--- config.mk ---
export PLATFORM = sky130hd
export DESIGN_NAME = dcache_dirt_ctrl
export DESIGN_NICKNAME = d
export VERILOG_FILES = /design/src/rtl/dcache_dirt_ctrl.sv
export SDC_FILE = /design/constraint.sdc
export NUM_CORES = 1
export LEC_CHECK = 0
export CELL_PAD_IN_SITES_DETAIL_PLACEMENT = 0
export CELL_PAD_IN_SITES_GLOBAL_PLACEMENT = 2
export CORE_AREA = 8 8 77 79
export DETAILED_ROUTE_END_ITERATION = 10
export DIE_AREA = 0 0 85 87
export PLACE_DENSITY_LB_ADDON = 0.1
export SLEW_MARGIN = 20
export SYNTH_ARGS = -nofsm -noshare
export SYNTH_HDL_FRONTEND = slang
export SYNTH_SLANG_ARGS = --single-unit
--- constraint.sdc ---
create_clock -name clk -period 1.3 [get_ports clk]
set_clock_uncertainty 0.2 [all_clocks]
set_input_delay 0.26 -clock clk [delete_from_list [all_inputs] [get_ports clk]]
set_output_delay 0.26 -clock clk [all_outputs]
set_load 0.01 [all_outputs]
--- src/rtl/dcache_dirt_ctrl.sv ---
// Miss/eviction sequencer for the dcache per-set dirty-bit register file.
// Define DCACHE_FLUSH_EN to add the full-cache flush sweep (flush_req / flush_done).
module dcache_dirt_ctrl #(
  parameter int GROUP_NUM   = 128,
  parameter int INDEX_WIDTH = $clog2(GROUP_NUM)
) (
  input  logic                   clk,
  input  logic                   reset,
  input  logic                   miss_valid,
  output logic                   miss_ready,
  input  logic [INDEX_WIDTH-1:0] miss_index,
  input  logic                   miss_store,
  output logic                   miss_done,
  output logic                   set_D,
  output logic                   wdirt,
  output logic [INDEX_WIDTH-1:0] addra,
  output logic [INDEX_WIDTH-1:0] addrb,
  input  logic                   isDirt,
  output logic                   wb_valid,
  input  logic                   wb_ready,
  output logic [INDEX_WIDTH-1:0] wb_index,
  input  logic                   wb_done,
  output logic                   rf_valid,
  input  logic                   rf_ready,
  output logic [INDEX_WIDTH-1:0] rf_index,
  input  logic                   rf_done,
`ifdef DCACHE_FLUSH_EN
  input  logic                   flush_req,
  output logic                   flush_done,
`endif
  output logic                   busy
);

  typedef enum logic [3:0] {
    IDLE, LOOKUP, CHECK, WB_REQ, WB_WAIT, RF_REQ, RF_WAIT, UPDATE
`ifdef DCACHE_FLUSH_EN
    , FL_LOOKUP, FL_CHECK, FL_WB_REQ, FL_WB_WAIT, FL_CLEAR
`endif
  } state_t;

  state_t                 state_q, state_d;
  logic [INDEX_WIDTH-1:0] idx_q, idx_d;
  logic                   st_q, st_d;
`ifdef DCACHE_FLUSH_EN
  logic [INDEX_WIDTH-1:0] cnt_q, cnt_d;
`endif

  always_ff @(posedge clk) begin
    if (reset) begin
      state_q <= IDLE;
      idx_q   <= '0;
      st_q    <= 1'b0;
`ifdef DCACHE_FLUSH_EN
      cnt_q   <= '0;
`endif
    end else begin
      state_q <= state_d;
      idx_q   <= idx_d;
      st_q    <= st_d;
`ifdef DCACHE_FLUSH_EN
      cnt_q   <= cnt_d;
`endif
    end
  end

  always_comb begin
    state_d    = state_q;
    idx_d      = idx_q;
    st_d       = st_q;
    miss_ready = 1'b0;
    miss_done  = 1'b0;
    set_D      = 1'b0;
    wdirt      = 1'b0;
    addra      = idx_q;
    addrb      = idx_q;
    wb_valid   = 1'b0;
    wb_index   = idx_q;
    rf_valid   = 1'b0;
    rf_index   = idx_q;
`ifdef DCACHE_FLUSH_EN
    cnt_d      = cnt_q;
    flush_done = 1'b0;
`endif

    case (state_q)
      IDLE: begin
        // Held low while reset is asserted so every output reads 0 during reset.
        miss_ready = !reset;
`ifdef DCACHE_FLUSH_EN
        if (flush_req) begin
          miss_ready = 1'b0;
          state_d    = FL_LOOKUP;
        end else
`endif
        if (miss_valid) begin
          idx_d   = miss_index;
          st_d    = miss_store;
          state_d = LOOKUP;
        end
      end
      LOOKUP: state_d = CHECK;
      CHECK:  state_d = isDirt ? WB_REQ : RF_REQ;
      WB_REQ: begin
        wb_valid = 1'b1;
        if (wb_ready) state_d = WB_WAIT;
      end
      WB_WAIT: if (wb_done) state_d = RF_REQ;
      RF_REQ: begin
        rf_valid = 1'b1;
        if (rf_ready) state_d = RF_WAIT;
      end
      RF_WAIT: if (rf_done) state_d = UPDATE;
      UPDATE: begin
        set_D     = 1'b1;
        wdirt     = st_q;
        miss_done = 1'b1;
        state_d   = IDLE;
      end
`ifdef DCACHE_FLUSH_EN
      FL_LOOKUP: begin
        addrb   = cnt_q;
        state_d = FL_CHECK;
      end
      FL_CHECK: state_d = isDirt ? FL_WB_REQ : FL_CLEAR;
      FL_WB_REQ: begin
        wb_valid = 1'b1;
        wb_index = cnt_q;
        if (wb_ready) state_d = FL_WB_WAIT;
      end
      FL_WB_WAIT: if (wb_done) state_d = FL_CLEAR;
      FL_CLEAR: begin
        set_D = 1'b1;
        addra = cnt_q;
        cnt_d = cnt_q + INDEX_WIDTH'(1);
        if (cnt_q == INDEX_WIDTH'(GROUP_NUM - 1)) begin
          flush_done = 1'b1;
          state_d    = IDLE;
        end else begin
          state_d = FL_LOOKUP;
        end
      end
`endif
      default: state_d = IDLE;
    endcase
  end

  assign busy = (state_q != IDLE);

endmodule

# --- After elaboration in Yosys (flattened, before gate mapping) ---
# Index checks and enable logic that the tools add are counted.
totals:
  register_bits: 12
  out_inout_bits: 35
  elab_cells: 32
classes:
  n_eq_ne: 12
  muxes: 12
  reduce_logical: 5
ops:
  columns: ["operator", "n"]
  rows:
  - ["$pmux 4 s7", 1]
  - ["$mux 4", 5]
  - ["$eq 4x3->1 const B", 4]
  - ["$ne 2x2->1 const B", 5]
  - ["$eq 4x2->1 const B", 2]
  - ["$mux 1", 5]
  - ["$reduce_and 5->1", 1]
  - ["$eq 4x1->1 const B", 1]
  - ["$logic_not 4->1", 1]
  - ["$reduce_bool 4->1", 1]
  - ["$mux 3", 1]
  - ["$reduce_and 2->1", 1]
  - ["$logic_not 1->1", 1]

# --- Logic depth before layout (Yosys ltp) ---
# Gate-level depths: netlist of the first run.
depth:
  depth_word: 3
  depth_mapped: 4
  depth_no_buf: 3

# --- Least setup slack after synthesis of the first run ---
# Ideal clock, no wire load.
synth_timing:
  kind: "register to output"
  from: "reg state_q[1]"
  to: "out miss_ready"
  arrival_time_ps: 1028
  slack_ps: -188
  path_stages_with_launch: 4
  path_buffers: 1
  path_cell_list: "dfxtp_1 > buf_6 > or3_1 > nor2_1"
synth_via:
  elab_chain_cells: 2
synth_lines:
  columns: ["element", "line", "source"]
  rows:
  - ["start, declared", "41", "state_t state_q, state_d;"]
  - ["start signal, assigned", "57", "state_q <= state_d;"]
  - ["$logic_not 4->1", "85", "case (state_q)"]
  - ["$mux 1", "85", null]
  - ["end, declared", "10", "output logic miss_ready,"]
# Every way passes these cells.

# --- Worst setup path in the final report of the first run ---
layout_timing:
  from: "reg state_q[0]"
  to: "out busy"
layout_via:
  elab_chain_cells: 1
layout_lines:
  columns: ["element", "line", "source"]
  rows:
  - ["$reduce_bool 4->1", "147", "assign busy = (state_q != IDLE);"]
  - ["end, declared", "31", "output logic busy"]
# Every way passes these cells.

==> impl_metrics.tcl, run 1 <==
set metrics [dict create \
    outcome "complete, but fails checks" \
    violations "setup timing" \
    async_reset_ff_share_pct 0 \
    dieHeight_um 87 \
    area_growth_pct 91.0 \
    cp_cell_sequence "or3_4 -> buf_6 -> buf_6" \
    ant_nets 0 \
    grt_pass1_vias 758 \
    drt_iter0_markers 14 \
    p_sw_share_pct 30.5 \
    yosys-top-cells-area "dfxtp_1, buf_4, nand2_1" \
    cp_top_family "simple AND/OR/NAND/NOR gates" \
    drt-total-wl_um 2490 \
    cts_tree "built" \
    portBuffers 50 \
    worst_ep_arrival_time_ps 1190 \
    grt_pass1_wl_um 3780 \
    slew_headroom_pct 75.2 \
    netlist.area_leader.share_pct 29.8 \
    drtPass1Iterations 4 \
    crit_path_max_fanout 3 \
    nFillCells 532 \
    grt_max_degree 15 \
    syn_nets 107 \
    grt_usage_pct 6.43 \
    drive_gt1_share_pct 70.7 \
    total_power_mw 1.30 \
    syn_area_sq_um 739 \
    fin_ws_ps -351 \
    dieArea_sq_mm 0.00740 \
    cts.sinks 11 \
    hold_class "reg2reg" \
    gp_congestion 0.769 \
    antenna_found_initial 0 \
    dominantRegCellSynth "dfxtp_1" \
    ys_seq_elements 11 \
    path_class "reg2out" \
    vias_per_cell 3.84 \
    critical_path.startpoint_type "flip-flop" \
    ctsLongestPathBuffers 2 \
    num_rows 26 \
    end_kind "output pin" \
    place_hpwl_um 1810 \
    drc 0 \
    critPathBufInv 2 \
    power.switching_uw 397 \
    post_dp_cell_area_sq_mm 0.00124 \
    fin_nets 157 \
    ys_seq_area_share_pct 29.8 \
    synth.most_common_cell "buf_4" \
    rsz0062_at_grt "yes" \
    antenna-diode-count 0 \
    yosysUniqueCellTypes 27 \
    setup_viol_count_final 17 \
    synth_edf_count 0 \
    syn_inst 91 \
    internal_power_uw 904 \
    cp_slowest_cell "or3_4" \
    maxCapViolCount 0 \
    drv_slew 0 \
    powerDensity_mw_per_mm2 921 \
    synth_top_cell_by_area "dfxtp_1" \
    clock_latency_ps 230 \
    hold_viol 0 \
    synth.avg_cell_area_sq_um 8.13 \
    period_share_pct 127 \
    p_comb_share_pct 43.2 \
    clkPwrFrac_pct 25.5 \
    hold_depth 2 \
    finalInstanceArea_sq_mm 0.00141 \
    min_period_ps 1650 \
    irDropWorstVdd_uv 256 \
    worst-path-stages 3 \
    cts_root_buf "clkbuf_8" \
    io_pins 51 \
    grt-ovfl-total 0 \
    tightest_slew_ps 367 \
    synth_common_cells "buf_4, nand2_1, dfxtp_1" \
    cts_buffers 3 \
    fp.dieW_um 85 \
    seq_power_share_pct 31.3 \
    start_util_pct 15.3 \
    crit_top_cell "buf_6" \
    clkTransAtPathRegs_ps 50 \
    core_area_sq_mm 0.00485 \
    critical_path.max_stage_delay_ps 390 \
    wl_per_cell_um 12.7 \
    cts_max_level 1 \
    p_leak_nw 0.591 \
    fmax_mhz 606 \
    worstPathRequired_ps 840 \
    ys_warn_count 0 \
    vias 753 \
    worst-r2r-cell-count 7 \
]
==> power by group through the flow <==
stage | clock network, mW | logic, mW | registers, mW
finish | 0.332 | 0.561 | 0.407
detailed placement | 0 | 0.515 | 0.413
global route | 0.367 | 0.608 | 0.414
global placement | 0 | 0.519 | 0.410
CTS | 0.352 | 0.546 | 0.412
floorplan | 0 | 0.279 | 0.422
==> layout make-up <==
type | count | area (sq um) | share of cell area, %
flip-flops and latches | 11 | 240 | 17.0
repair buffers | 72 | 644 | 45.6
well taps | 56 | 70.1 | 4.96
inverters | 2 | 7.51 | 0.531
clock buffers | 4 | 45.0 | 3.19
multi-input cells | 51 | 405 | 28.7
==> per-layer routing <==
layer  global-route usage [%]  vias to the layer above  part of all wire, %
met5                        0                        -                    0
met4                     3.88                        0                  1.4
met3                     1.89                        2                  7.5
met2                     11.3                       30                   47
met1                     6.66                      340                   44
li1                         -                      381                    -
==> repair_timing <==
action / 4_1_cts / 5_1_grt
hold buffers: 0 / 0
setup endpoints to repair: 46 / 44
pin swaps: 5 / 21
gates resized for setup: 133 / 43
buffers inserted: 5 / 4
==> cell usage in the layout, fill, tap and decap left out <==
master           netlist  layout
nor2_1                 3       2
clkdlybuf4s50_1        0      14
buf_4                 22      11
nor4b_1                1       1
or4b_4                 0       1
mux2i_1                1       1
and3b_2                1       1
dfxtp_2                0       7
dlymetal6s2s_1         0       1
nor4b_4                1       1
clkbuf_2               0       3
o2111a_1               1       1
inv_2                  0       1
dfxtp_4                0       3
clkdlybuf4s15_2        0      12
o21ai_1                1       1
o211ai_1               1       1
clkbuf_1               1       1
nand2_1               18      10
a21oi_1               10       3
a2111oi_2              1       1
or3b_4                 0       1
dfxtp_1               11       1
nand3b_1               2       2
inv_1                  2       1
buf_8                  0       1
nand2_2                0       8
nor2_2                 0       1
o311ai_4               0       1
buf_6                  2      15
o21a_1                 1       1
buf_2                  2      15
and2_4                 0       1
or3_4                  0       2
o21ai_2                0       1
and3_4                 0       2
clkbuf_8               0       3
a21oi_2                0       7
==> logic make-up after synthesis <==
family	count (synthesis)	share of synthesized area (%)
flops	11	29.8
mux	1	1.35
buf+inv	29	28.3
simple gates	33	25.7
compound gates	17	14.9
==> worst min-delay path, cell delays in order (launching register included) <==
cell	delay, ps
dfxtp_1	310
nand2_1	70
a21oi_2	50
==> path summary, 6_finish.rpt <==
kind         startpoint  endpoint  slack [ps]
min reg2reg        st_q      st_q         280
max reg2reg  state_q[1]  addra[3]        -270
max          state_q[0]      busy        -350
min                st_q      st_q         280
==> stage by stage <==
stage	cells	setup WS (ps)	utilization (%)	hold slack [ps]	TNS, ps
after CTS	193	-366	29.0	270	-4310
after global routing	196	-389	29.1	292	-5570
after detailed placement	184	-505	25.6	257	-10360
after floorplan	91	-119	-	121	-1120
final	196	-351	29.1	277	-4370
after global placement	184	-523	25.6	258	-9980
==> flip-flops by register name, indices dropped and copies added, names as in the netlist <==
name	cells
st_q	1
state_q	3
addra	7
No activity file was read; power rests on OpenSTA's default activity.
==> run 2: changes to the inputs <==
CORE_AREA = 2 2 80 66   (was 8 8 77 79)
DIE_AREA = 0 0 82 68   (was 0 0 85 87)
==> impl_metrics.tcl, run 2 (synthesis results as in run 1) <==
set metrics [dict create \
    outcome "complete, but fails checks" \
    violations "setup timing" \
    cp_top_family "simple AND/OR/NAND/NOR gates" \
    area_growth_pct 75.8 \
    grt_pass1_vias 651 \
    nFillCells 533 \
    dieHeight_um 68 \
    cts_root_buf "clkbuf_8" \
    place_hpwl_um 1680 \
    maxCapViolCount 0 \
    grt_usage_pct 7.75 \
    grt_pass1_wl_um 3190 \
    critPathBufInv 1 \
    setup_viol_count_final 17 \
    start_util_pct 15.3 \
    ctsLongestPathBuffers 2 \
    hold_viol 0 \
    path_class "reg2out" \
    hold_class "reg2reg" \
    mostFrequentLayoutCells "buf_2, buf_4, clkdlybuf4s50_1" \
    critical_path.startpoint_type "flip-flop" \
    clock_latency_ps 230 \
    finalSetupTns_ps -4130 \
    cts.sinks 11 \
    fin_nets 157 \
    antenna_found_initial 0 \
    cts_max_level 1 \
    dieArea_sq_mm 0.00558 \
    num_rows 23 \
    ant_nets 0 \
    rsz0062_at_grt "yes" \
    drtPass1Iterations 4 \
    min_period_ps 1630 \
    instances_no_fill 202 \
    crit_path_max_fanout 5 \
    io_pins 51 \
    core_area_sq_mm 0.00483 \
    drt-total-wl_um 2160 \
    p_leak_nw 0.594 \
    critical_path.max_stage_delay_ps 380 \
    fin_ws_ps -330 \
    wl_per_cell_um 10.7 \
    pre_cts_slack_ps -508 \
    cts_tree "built" \
    gp_congestion 0.683 \
    cts_buffers 3 \
    period_share_pct 125 \
    worstPathRequired_ps 840 \
    tightest_slew_ps 403 \
    drv_slew 0 \
    final_common_cell "buf_2" \
    largest_register_ffs 7 \
    drive_gt1_share_pct 64.3 \
    place_inst 197 \
    vias 745 \
    fmax_mhz 614 \
    grt-ovfl-total 0 \
    hold-worst-slack_ps 272 \
    cp_slowest_cell "or3_4" \
    slew_headroom_pct 72.8 \
    drt_iter0_markers 18 \
    cts_hold_buf 0 \
    total_power_mw 1.21 \
    antenna-diode-count 0 \
    end_kind "output pin" \
    irDropWorstVdd_uv 206 \
    powerDensity_mw_per_mm2 933 \
    worst_ep_arrival_time_ps 1170 \
    clkTransAtPathRegs_ps 50 \
    drc 0 \
    grt_max_degree 12 \
    cp_cell_sequence "or3_4 -> nor2_2 -> buf_2" \
    portBuffers 50 \
    fp.dieW_um 82 \
    vias_per_cell 3.69 \
]
-- run 2: cell count changes in the layout (fill, tap and decap cells not counted), moves of 2 or more --
cell             delta
clkdlybuf4s15_2     -9
dfxtp_4             +3
a21oi_2             -6
a21oi_1             +6
buf_4               +6
nand2_1             +2
dfxtp_2             -3
buf_2              +10
nand2_2             -2
buf_6               -6
-- run 2: power breakdown --
| part | switching (mW) | total [mW] | internal, mW |
|---|---|---|---|
| clock network | 0.122 | 0.336 | 0.215 |
| logic | 0.211 | 0.464 | 0.254 |
| registers | 0.0372 | 0.412 | 0.375 |
| total | 0.370 | 1.21 | 0.843 |
-- run 2: worst paths after layout --
check | from | to | slack [ps] | cells past startpoint
hold / removal | st_q | st_q | 270 | 2
setup reg to reg | state_q[0] | addra[5] | -290 | 4
hold reg to reg | st_q | st_q | 270 | 2
setup / recovery | state_q[0] | miss_ready | -330 | 3
-- run 2: area by class of cell --
type                    instances  area (sq um)  share of cell area (%)
clock buffers                   4          45.0                    3.46
repair buffers                 72           556                    42.7
flip-flops and latches         11           248                    19.1
multi-input cells              51           364                    28.0
inverters                       2          10.0                   0.770
well taps                      62          77.6                    5.97
-- run 2: tightest hold or removal path, cell delays in order (launching register included) --
cell,delay (ps)
dfxtp_1,310
nand2_2,60
a21oi_1,50
-- run 2: routing by layer --
layer	routed length, um	GRT usage [%]
met1	1040	10.7
met2	962	11.0
met3	132	2.64
met4	25	3.13
met5	0	0
-- run 2: through the flow --
stage | cell area (sq um) | utilization [%]
floorplan | 773 | -
detailed placement | 1300 | 26.9
global route | 1300 | 26.9
CTS | 1390 | 28.8
global placement | 1300 | 26.9
finish | 1300 | 26.9
-- run 2: timing repair --
| item | CTS | global route |
|---|---|---|
| endpoints found under the setup margin | 46 | 41 |
| resized for setup | 117 | 54 |
| pin swaps | 2 | 12 |
| buffers inserted | 0 | 3 |
